[config.mk]
export PLATFORM = sky130hd
export DESIGN_NAME = dac_ramp_gen
export DESIGN_NICKNAME = d
export VERILOG_FILES = /design/src/rtl/dac_ramp_gen.sv
export SDC_FILE = /design/constraint.sdc
export NUM_CORES = 1
export LEC_CHECK = 0
export ABC_AREA = 1
export CORE_UTILIZATION = 56
export DETAILED_ROUTE_END_ITERATION = 6
export GPL_TIMING_DRIVEN = 1
export MAX_ROUTING_LAYER = met4
export PLACE_DENSITY = 0.85
export SKIP_LAST_GASP = 1
export SLEW_MARGIN = 20
export SYNTH_ARGS = -nofsm -noshare
export SYNTH_HDL_FRONTEND = slang
export SYNTH_SLANG_ARGS = --single-unit
[constraint.sdc]
create_clock -name clk -period 3.1 [get_ports clk]
set_clock_uncertainty 0.2 [all_clocks]
set_input_delay 0.62 -clock clk [delete_from_list [all_inputs] [get_ports clk]]
set_output_delay 0.62 -clock clk [all_outputs]
set_load 0.02 [all_outputs]
[src/rtl/dac_ramp_gen.sv]
// dac_ramp_gen: debounced run button gating a prescaled
// ramp / triangle DAC code generator.
module dac_ramp_gen #(
    parameter int DAC_W   = 8,
    parameter int DIV_W   = 16,
    parameter int DEB_CYC = 1000
) (
    input  logic             clk,
    input  logic             rst_n,
    input  logic             button,
    input  logic [1:0]       mode,
    input  logic [DIV_W-1:0] div,
    input  logic [DAC_W-1:0] step,
    output logic [DAC_W-1:0] DAC,
    output logic             tick,
    output logic             dir,
    output logic             wrap
);

    typedef enum logic [1:0] {
        MODE_UP   = 2'b00,
        MODE_DOWN = 2'b01,
        MODE_TRI  = 2'b10,
        MODE_HOLD = 2'b11
    } mode_e;

    localparam int DEB_W = (DEB_CYC > 1) ? $clog2(DEB_CYC) : 1;
    localparam logic [DEB_W-1:0] DEB_LAST = DEB_W'(DEB_CYC - 1);
    localparam logic [DAC_W-1:0] DAC_MAX = '1;

    logic             btn_meta;
    logic             btn_sync;
    logic             btn_db;
    logic [DEB_W-1:0] deb_cnt;
    logic [DIV_W-1:0] pre_cnt;
    logic             expire;
    logic             advance;
    logic [DAC_W:0]   sum;
    logic [DAC_W:0]   diff;
    logic [DAC_W-1:0] dac_nxt;
    logic             dir_nxt;
    logic             wrap_nxt;

    // two-flop synchroniser for the raw button
    always_ff @(posedge clk or negedge rst_n) begin
        if (!rst_n) begin
            btn_meta <= 1'b0;
            btn_sync <= 1'b0;
        end else begin
            btn_meta <= button;
            btn_sync <= btn_meta;
        end
    end

    // accept a new level only after DEB_CYC straight mismatching cycles
    always_ff @(posedge clk or negedge rst_n) begin
        if (!rst_n) begin
            btn_db  <= 1'b0;
            deb_cnt <= '0;
        end else if (btn_sync != btn_db) begin
            if (deb_cnt == DEB_LAST) begin
                btn_db  <= btn_sync;
                deb_cnt <= '0;
            end else begin
                deb_cnt <= deb_cnt + DEB_W'(1);
            end
        end else begin
            deb_cnt <= '0;
        end
    end

    // exact-match expiry: a lowered div waits for the counter to wrap
    assign expire  = (pre_cnt == div);
    assign advance = expire && btn_db && (step != '0);

    // free-running prescaler, tick registered alongside the DAC update
    always_ff @(posedge clk or negedge rst_n) begin
        if (!rst_n) begin
            pre_cnt <= '0;
            tick    <= 1'b0;
        end else begin
            pre_cnt <= expire ? '0 : pre_cnt + DIV_W'(1);
            tick    <= expire;
        end
    end

    assign sum  = {1'b0, DAC} + {1'b0, step};
    assign diff = {1'b0, DAC} - {1'b0, step};

    // next code, direction and wrap flag for a qualifying tick
    always_comb begin
        dac_nxt  = DAC;
        dir_nxt  = dir;
        wrap_nxt = 1'b0;
        if (advance) begin
            unique case (mode_e'(mode))
                MODE_UP: begin
                    dac_nxt  = sum[DAC_W-1:0];
                    dir_nxt  = 1'b1;
                    wrap_nxt = sum[DAC_W];
                end
                MODE_DOWN: begin
                    dac_nxt  = diff[DAC_W-1:0];
                    dir_nxt  = 1'b0;
                    wrap_nxt = diff[DAC_W];
                end
                MODE_TRI: begin
                    if (dir) begin
                        if (sum >= {1'b0, DAC_MAX}) begin
                            dac_nxt  = DAC_MAX;
                            dir_nxt  = 1'b0;
                            wrap_nxt = 1'b1;
                        end else begin
                            dac_nxt = sum[DAC_W-1:0];
                        end
                    end else begin
                        if (DAC <= step) begin
                            dac_nxt  = '0;
                            dir_nxt  = 1'b1;
                            wrap_nxt = 1'b1;
                        end else begin
                            dac_nxt = diff[DAC_W-1:0];
                        end
                    end
                end
                MODE_HOLD: begin
                    dac_nxt  = DAC;
                    dir_nxt  = dir;
                    wrap_nxt = 1'b0;
                end
                default: begin
                    dac_nxt  = DAC;
                    dir_nxt  = dir;
                    wrap_nxt = 1'b0;
                end
            endcase
        end
    end

    // output registers
    always_ff @(posedge clk or negedge rst_n) begin
        if (!rst_n) begin
            DAC  <= '0;
            dir  <= 1'b1;
            wrap <= 1'b0;
        end else begin
            DAC  <= dac_nxt;
            dir  <= dir_nxt;
            wrap <= wrap_nxt;
        end
    end

endmodule

==> results of run 1 <==
-- worst max-delay path by stage --
stage,start,endpoint
final,step[0],DAC[7]$_DFFE_PN0P_
after global routing,step[0],wrap$_DFF_PN0_
after CTS,step[0],DAC[7]$_DFFE_PN0P_
after detailed placement,step[0],DAC[7]$_DFFE_PN0P_
after global placement,step[0],wrap$_DFF_PN0_
after floorplan,step[0],DAC[0]$_DFFE_PN0P_
-- worst max-delay path, cell delays in order --
cell,delay [ns]
clkdlybuf4s50_1,0.51
ha_1,0.18
inv_1,0.05
fa_1,0.39
inv_1,0.09
nand3_1,0.09
nand2_1,0.09
nand2_1,0.08
nand3_1,0.08
nand2_1,0.07
nor2_1,0.13
nand2_2,0.13
nand4_1,0.10
nand3_1,0.08
nand2_1,0.07
nand2_1,0.05
nand2_1,0.06
-- power breakdown --
| group | internal (W) | total (W) | switching [W] |
|---|---|---|---|
| sequential | 0.000549 | 0.000579 | 0.0000304 |
| combinational | 0.000120 | 0.000267 | 0.000147 |
| clock | 0.000158 | 0.000331 | 0.000173 |
-- cells by family after synthesis --
group | synth area share (%)
DFF | 31.1
xor gates and xnor gates | 7.89
buffers and inverters | 9.76
adders and majority gates | 9.80
AOI/OAI and AO/OA | 7.85
and+or+nand+nor | 33.6
-- registers in the layout, indices dropped and copies added, names as in the netlist --
register	cells
pre_cnt	16
deb_cnt	10
DAC	8
btn_db	1
btn_meta	1
btn_sync	1
dir	1
tick	1
wrap	1
-- metal layers --
metal,wire [um],track usage (%),vias to the layer above
li1,-,-,1554
met4,153,7.55,0
met5,0,-,-
met3,386,5.53,14
met1,3510,35.3,1410
met2,3670,46.1,89
-- cells in the final DEF, fill, tap and decap left out, types with 2 or more instances in the layout --
| cell | n |
|---|---|
| fa_1 | 2 |
| clkdlybuf4s50_1 | 38 |
| inv_1 | 65 |
| xnor2_1 | 2 |
| nor3b_1 | 4 |
| nor2_4 | 2 |
| dfrtp_1 | 39 |
| nand3_1 | 35 |
| or2_2 | 3 |
| clkinv_2 | 2 |
| nand2_1 | 101 |
| inv_2 | 2 |
| nand4_1 | 14 |
| nor2_2 | 2 |
| o21bai_1 | 3 |
| nor4_1 | 3 |
| ha_1 | 22 |
| o21ai_0 | 9 |
| buf_4 | 23 |
| a21oi_1 | 27 |
| nor2_1 | 51 |
| nor3_1 | 9 |
| xor2_1 | 27 |
| clkbuf_8 | 5 |
| clkbuf_1 | 2 |
-- final cells by class --
class / instances / area [um2]
inverters: 68 / 256
clock buffers: 7 / 76.3
well taps: 72 / 90.1
flip-flops and latches: 40 / 1000
clock inverters: 1 / 5.00
multi-input cells: 332 / 1910
fillers: 454 / 1610
repair buffers: 62 / 558
-- through the flow --
step	area (um2)	cells
6_report	3890	582
5_1_grt	3890	582
2_1_floorplan	3220	449
3_5_place_dp	3810	574
4_1_cts	3890	582
3_3_place_gp	3810	574
-- repair_timing --
action	in CTS	in global routing
gates resized for setup	0	1
endpoints found under the setup margin	0	1
setup buffers	0	0
endpoints found under the hold margin	0	0
==> impl_metrics.env, run 1 <==
export IMPL_viasPerCell=5.27
export IMPL_layout_setup_ws_ns=0.247
export IMPL_syn_to_final_growth_pct=21.0
export IMPL_grt_pass1_wl_mm=13.0
export IMPL_rows=27
export IMPL_antenna_found_initial=0
export IMPL_start_kind="input port"
export IMPL_slew_headroom_pct=42.0
export IMPL_clk_latency_ns=0.30
export IMPL_firstDrtPassIters=5
export IMPL_yosys_most_used_dff="dfrtp_1"
export IMPL_port_buffers=39
export IMPL_cts_tree="built"
export IMPL_setup_viol=0
export IMPL_cp_required_ns=3.12
export IMPL_drive_gt1_share_pct=9.41
export IMPL_grt_max_degree=41
export IMPL_rsz0062_at_grt="false"
export IMPL_slew_violations=0
export IMPL_power_density_cell_area_mw_per_mm2=302
export IMPL_drt_iter0_drc=257
export IMPL_hp_class="reg -> reg"
export IMPL_outcome="completed"
export IMPL_synth_edf_count=0
export IMPL_dp_hpwl_mm=6.07
export IMPL_tightest_slew_ns=0.870
export IMPL_synth_nets=502
export IMPL_antennaDiodeCount=0
export IMPL_synthTopCellsByCount="nand2_1, inv_1, nor2_1"
export IMPL_avgSynthCellArea_um2=7.17
export IMPL_finalPower_w=0.00118
export IMPL_vdd_drop_max_mv=0.266
export IMPL_yosys_area_top_type_share_pct=30.3
export IMPL_yosysMostFrequentCell="nand2_1"
export IMPL_cts_hold_buf=0
export IMPL_power_leakage_nw=2.01
export IMPL_vias=3067
export IMPL_yosys_warnings=0
export IMPL_avgRoutedWirePerCell_um=13.3
export IMPL_dieArea_mm2=0.00605
export IMPL_path_clk_slew_ns=0.07
export IMPL_die_w_um=77.8
export IMPL_cap_viol_max_count=0
export IMPL_grt_total_usage_pct=28.1
export IMPL_ff2ff_setup_slack_ns=0.67
export IMPL_netlist_area_mm2=0.00322
export IMPL_wirelength_mm=7.72
export IMPL_ant_nets=0
export IMPL_drc=0
export IMPL_dp_slack_ns=-0.0310
export IMPL_fmax_mhz=350
export IMPL_synth_area_leaders="dfrtp_1, nand2_1, ha_1, inv_1, xor2_1"
export IMPL_cp_end_kind="flop"
export IMPL_min_to="btn_sync$_DFF_PN0_"
export IMPL_grt_overflow=0
export IMPL_crit_path_max_fanout=7
export IMPL_initial_core_util_pct=58.4
export IMPL_tns_ns=0
export IMPL_yosys_area_top_type="dfrtp_1"
export IMPL_hold_ws_ns=0.146
export IMPL_rr_startpoint="DAC[0]$_DFFE_PN0P_"
export IMPL_clkSinkCount=40
export IMPL_ys_ff_latch=40
export IMPL_worstReg2RegEnd="DAC[6]$_DFFE_PN0P_"
export IMPL_ys_seq_area_share_pct=31.1
export IMPL_fin_nets=562
export IMPL_synth_cell_types=42
export IMPL_fin_util_pct=70.7
export IMPL_min_period_over_period_pct=92.0
export IMPL_cts_root_buf="clkbuf_8"
export IMPL_core_area_mm2=0.00551
export IMPL_cts_max_path_buffers=2
export IMPL_ff2ff_path_depth=12
export IMPL_io_pins=40
export IMPL_arrival_ns=2.88
export IMPL_cts_buffers=5
export IMPL_die_y_um=77.8
export IMPL_syn_inst=449
export IMPL_hold_start="btn_meta$_DFF_PN0_"
export IMPL_period_needed_ns=2.85
export IMPL_final_hold_viol_count=0
export IMPL_grt_pass1_vias=2842
export IMPL_ys_async_sr_fraction_pct=100
export IMPL_h_tree_depth=2
export IMPL_crit_type="in -> reg"
export IMPL_gp_congestion=0.915
export IMPL_min_path_cells=0
No activity file was read; power rests on OpenSTA's default activity.
==> run 2, diff against run 1 <==
Settings changed: CORE_MARGIN set to 1.5.
==> impl_metrics.env, run 2 (synthesis gave the netlist of run 1 again) <==
export IMPL_setup_viol=0
export IMPL_cp_end_kind="flop"
export IMPL_dp_cells=574
export IMPL_syn_to_final_growth_pct=21.4
export IMPL_outcome="completed"
export IMPL_drive_gt1_share_pct=9.80
export IMPL_cp_startpoint="step[4]"
export IMPL_netSwitchingFraction_pct=29.3
export IMPL_final_hold_viol_count=0
export IMPL_vias=3106
export IMPL_final_cells=582
export IMPL_reg_top3="pre_cnt x16, deb_cnt x10, DAC x8"
export IMPL_clk_latency_ns=0.29
export IMPL_fin_util_pct=70.5
export IMPL_die_w_um=78.8
export IMPL_n_fill_cell=496
export IMPL_clockPowerShare_pct=29.4
export IMPL_largest_reg_flops=16
export IMPL_io_pins=40
export IMPL_die_y_um=78.8
export IMPL_period_needed_ns=2.83
export IMPL_grt_overflow=0
export IMPL_antennaDiodeCount=0
export IMPL_intPower_w=0.000846
export IMPL_cap_viol_max_count=0
export IMPL_start_kind="input port"
export IMPL_crit_type="in -> reg"
export IMPL_final_common_cell="nand2_1"
export IMPL_slew_headroom_pct=41.2
export IMPL_gp_congestion=0.944
export IMPL_viasPerCell=5.34
export IMPL_path_clk_slew_ns=0.07
export IMPL_core_area_mm2=0.00554
export IMPL_rsz0062_at_grt="false"
export IMPL_cts_max_path_buffers=2
export IMPL_grt_pass1_wl_mm=13.6
export IMPL_layout_common_cells="nand2_1, inv_1, nor2_1"
export IMPL_power_density_cell_area_mw_per_mm2=306
export IMPL_avgRoutedWirePerCell_um=13.3
export IMPL_dieArea_mm2=0.00621
export IMPL_crit_path_max_fanout=5
export IMPL_power_net_switching_w=0.000350
export IMPL_rr_startpoint="DAC[0]$_DFFE_PN0P_"
export IMPL_hold_start="btn_meta$_DFF_PN0_"
export IMPL_hold_ws_ns=0.152
export IMPL_power_frac_comb_pct=22.3
export IMPL_drt_iter0_drc=176
export IMPL_seqPwrFrac_pct=48.3
export IMPL_hp_class="reg -> reg"
export IMPL_cts_buffers=5
export IMPL_grt_pass1_vias=3115
export IMPL_drc=0
export IMPL_antenna_found_initial=0
export IMPL_grt_total_usage_pct=28.5
export IMPL_tightest_slew_ns=0.882
export IMPL_rows=27
export IMPL_cts_root_buf="clkbuf_8"
export IMPL_vdd_drop_max_mv=0.241
export IMPL_wirelength_mm=7.72
export IMPL_h_tree_depth=2
export IMPL_dp_hpwl_mm=6.21
export IMPL_cts_tree="built"
export IMPL_fin_nets=562
export IMPL_grt_max_degree=41
export IMPL_clkSinkCount=40
export IMPL_arrival_ns=2.85
export IMPL_firstDrtPassIters=5
export IMPL_cp_required_ns=3.12
export IMPL_max_flop_register="pre_cnt"
export IMPL_finalPower_w=0.00120
export IMPL_ant_nets=0
export IMPL_fmax_mhz=353
export IMPL_slew_violations=0
export IMPL_power_leakage_nw=2.03
export IMPL_port_buffers=39
export IMPL_initial_core_util_pct=58.1
export IMPL_min_period_over_period_pct=91.3
[run 2: what timing repair did]
action / CTS / global route
buffers inserted: 0 / 0
hold endpoints to repair: 0 / 0
endpoints found under the setup margin: 0 / 7
gates resized for setup: 0 / 2
hold buffers: 0 / 0
[run 2: final timing paths]
kind	slack, ns	cells past startpoint	endpoint
max	0.27	14	DAC[5]$_DFFE_PN0P_
min	0.15	0	btn_sync$_DFF_PN0_
max reg2reg	0.65	12	DAC[4]$_DFFE_PN0P_
min reg2reg	0.15	0	btn_sync$_DFF_PN0_
max in group asynchronous	1.89	1	DAC[5]$_DFFE_PN0P_
min in group asynchronous	0.25	1	pre_cnt[9]$_DFF_PN0_
[run 2: final cells by class]
cell class	count	area (um2)	share of cell area [%]
multi-input combinational	332	1900	48.8
sequential	40	1000	25.7
timing repair buffer	62	561	14.3
inverter	68	256	6.57
tap	72	90.1	2.31
clock buffer	6	82.6	2.11
clock inverter	2	10.0	0.256
[run 2: layer usage]
layer	GRT usage, %	wire length, um
met1	35.3	3430
met4	9.64	162
met3	4.71	419
met2	47.5	3700
met5	-	0
[run 2: worst max-delay path, cell delays in order]
cell             delay (ns)
clkdlybuf4s50_1        0.48
inv_1                  0.05
ha_1                   0.37
inv_1                  0.10
o21bai_1               0.24
buf_4                  0.15
nor2_1                 0.03
o21ai_0                0.14
xor2_1                 0.30
nand2_1                0.08
nand2_1                0.07
o21bai_1               0.11
nand2_1                0.07
nand2_1                0.05
[run 2: power by group through the flow]
stage	Sequential [W]	Combinational, W	Clock (W)
CTS	0.000578	0.000267	0.000358
global route	0.000584	0.000301	0.000379
floorplan	0.000582	0.000160	0
global placement	0.000587	0.000257	0
detailed placement	0.000588	0.000265	0
finish	0.000578	0.000267	0.000351
[run 2: per-stage QoR]
step	area, um2	setup TNS (ns)	setup WS [ns]
2_1_floorplan	3220	0	0.653
3_3_place_gp	3810	0	0.00214
5_1_grt	3910	0	0.00610
3_5_place_dp	3810	-0.483	-0.0780
6_report	3910	0	0.270
4_1_cts	3900	0	0.201
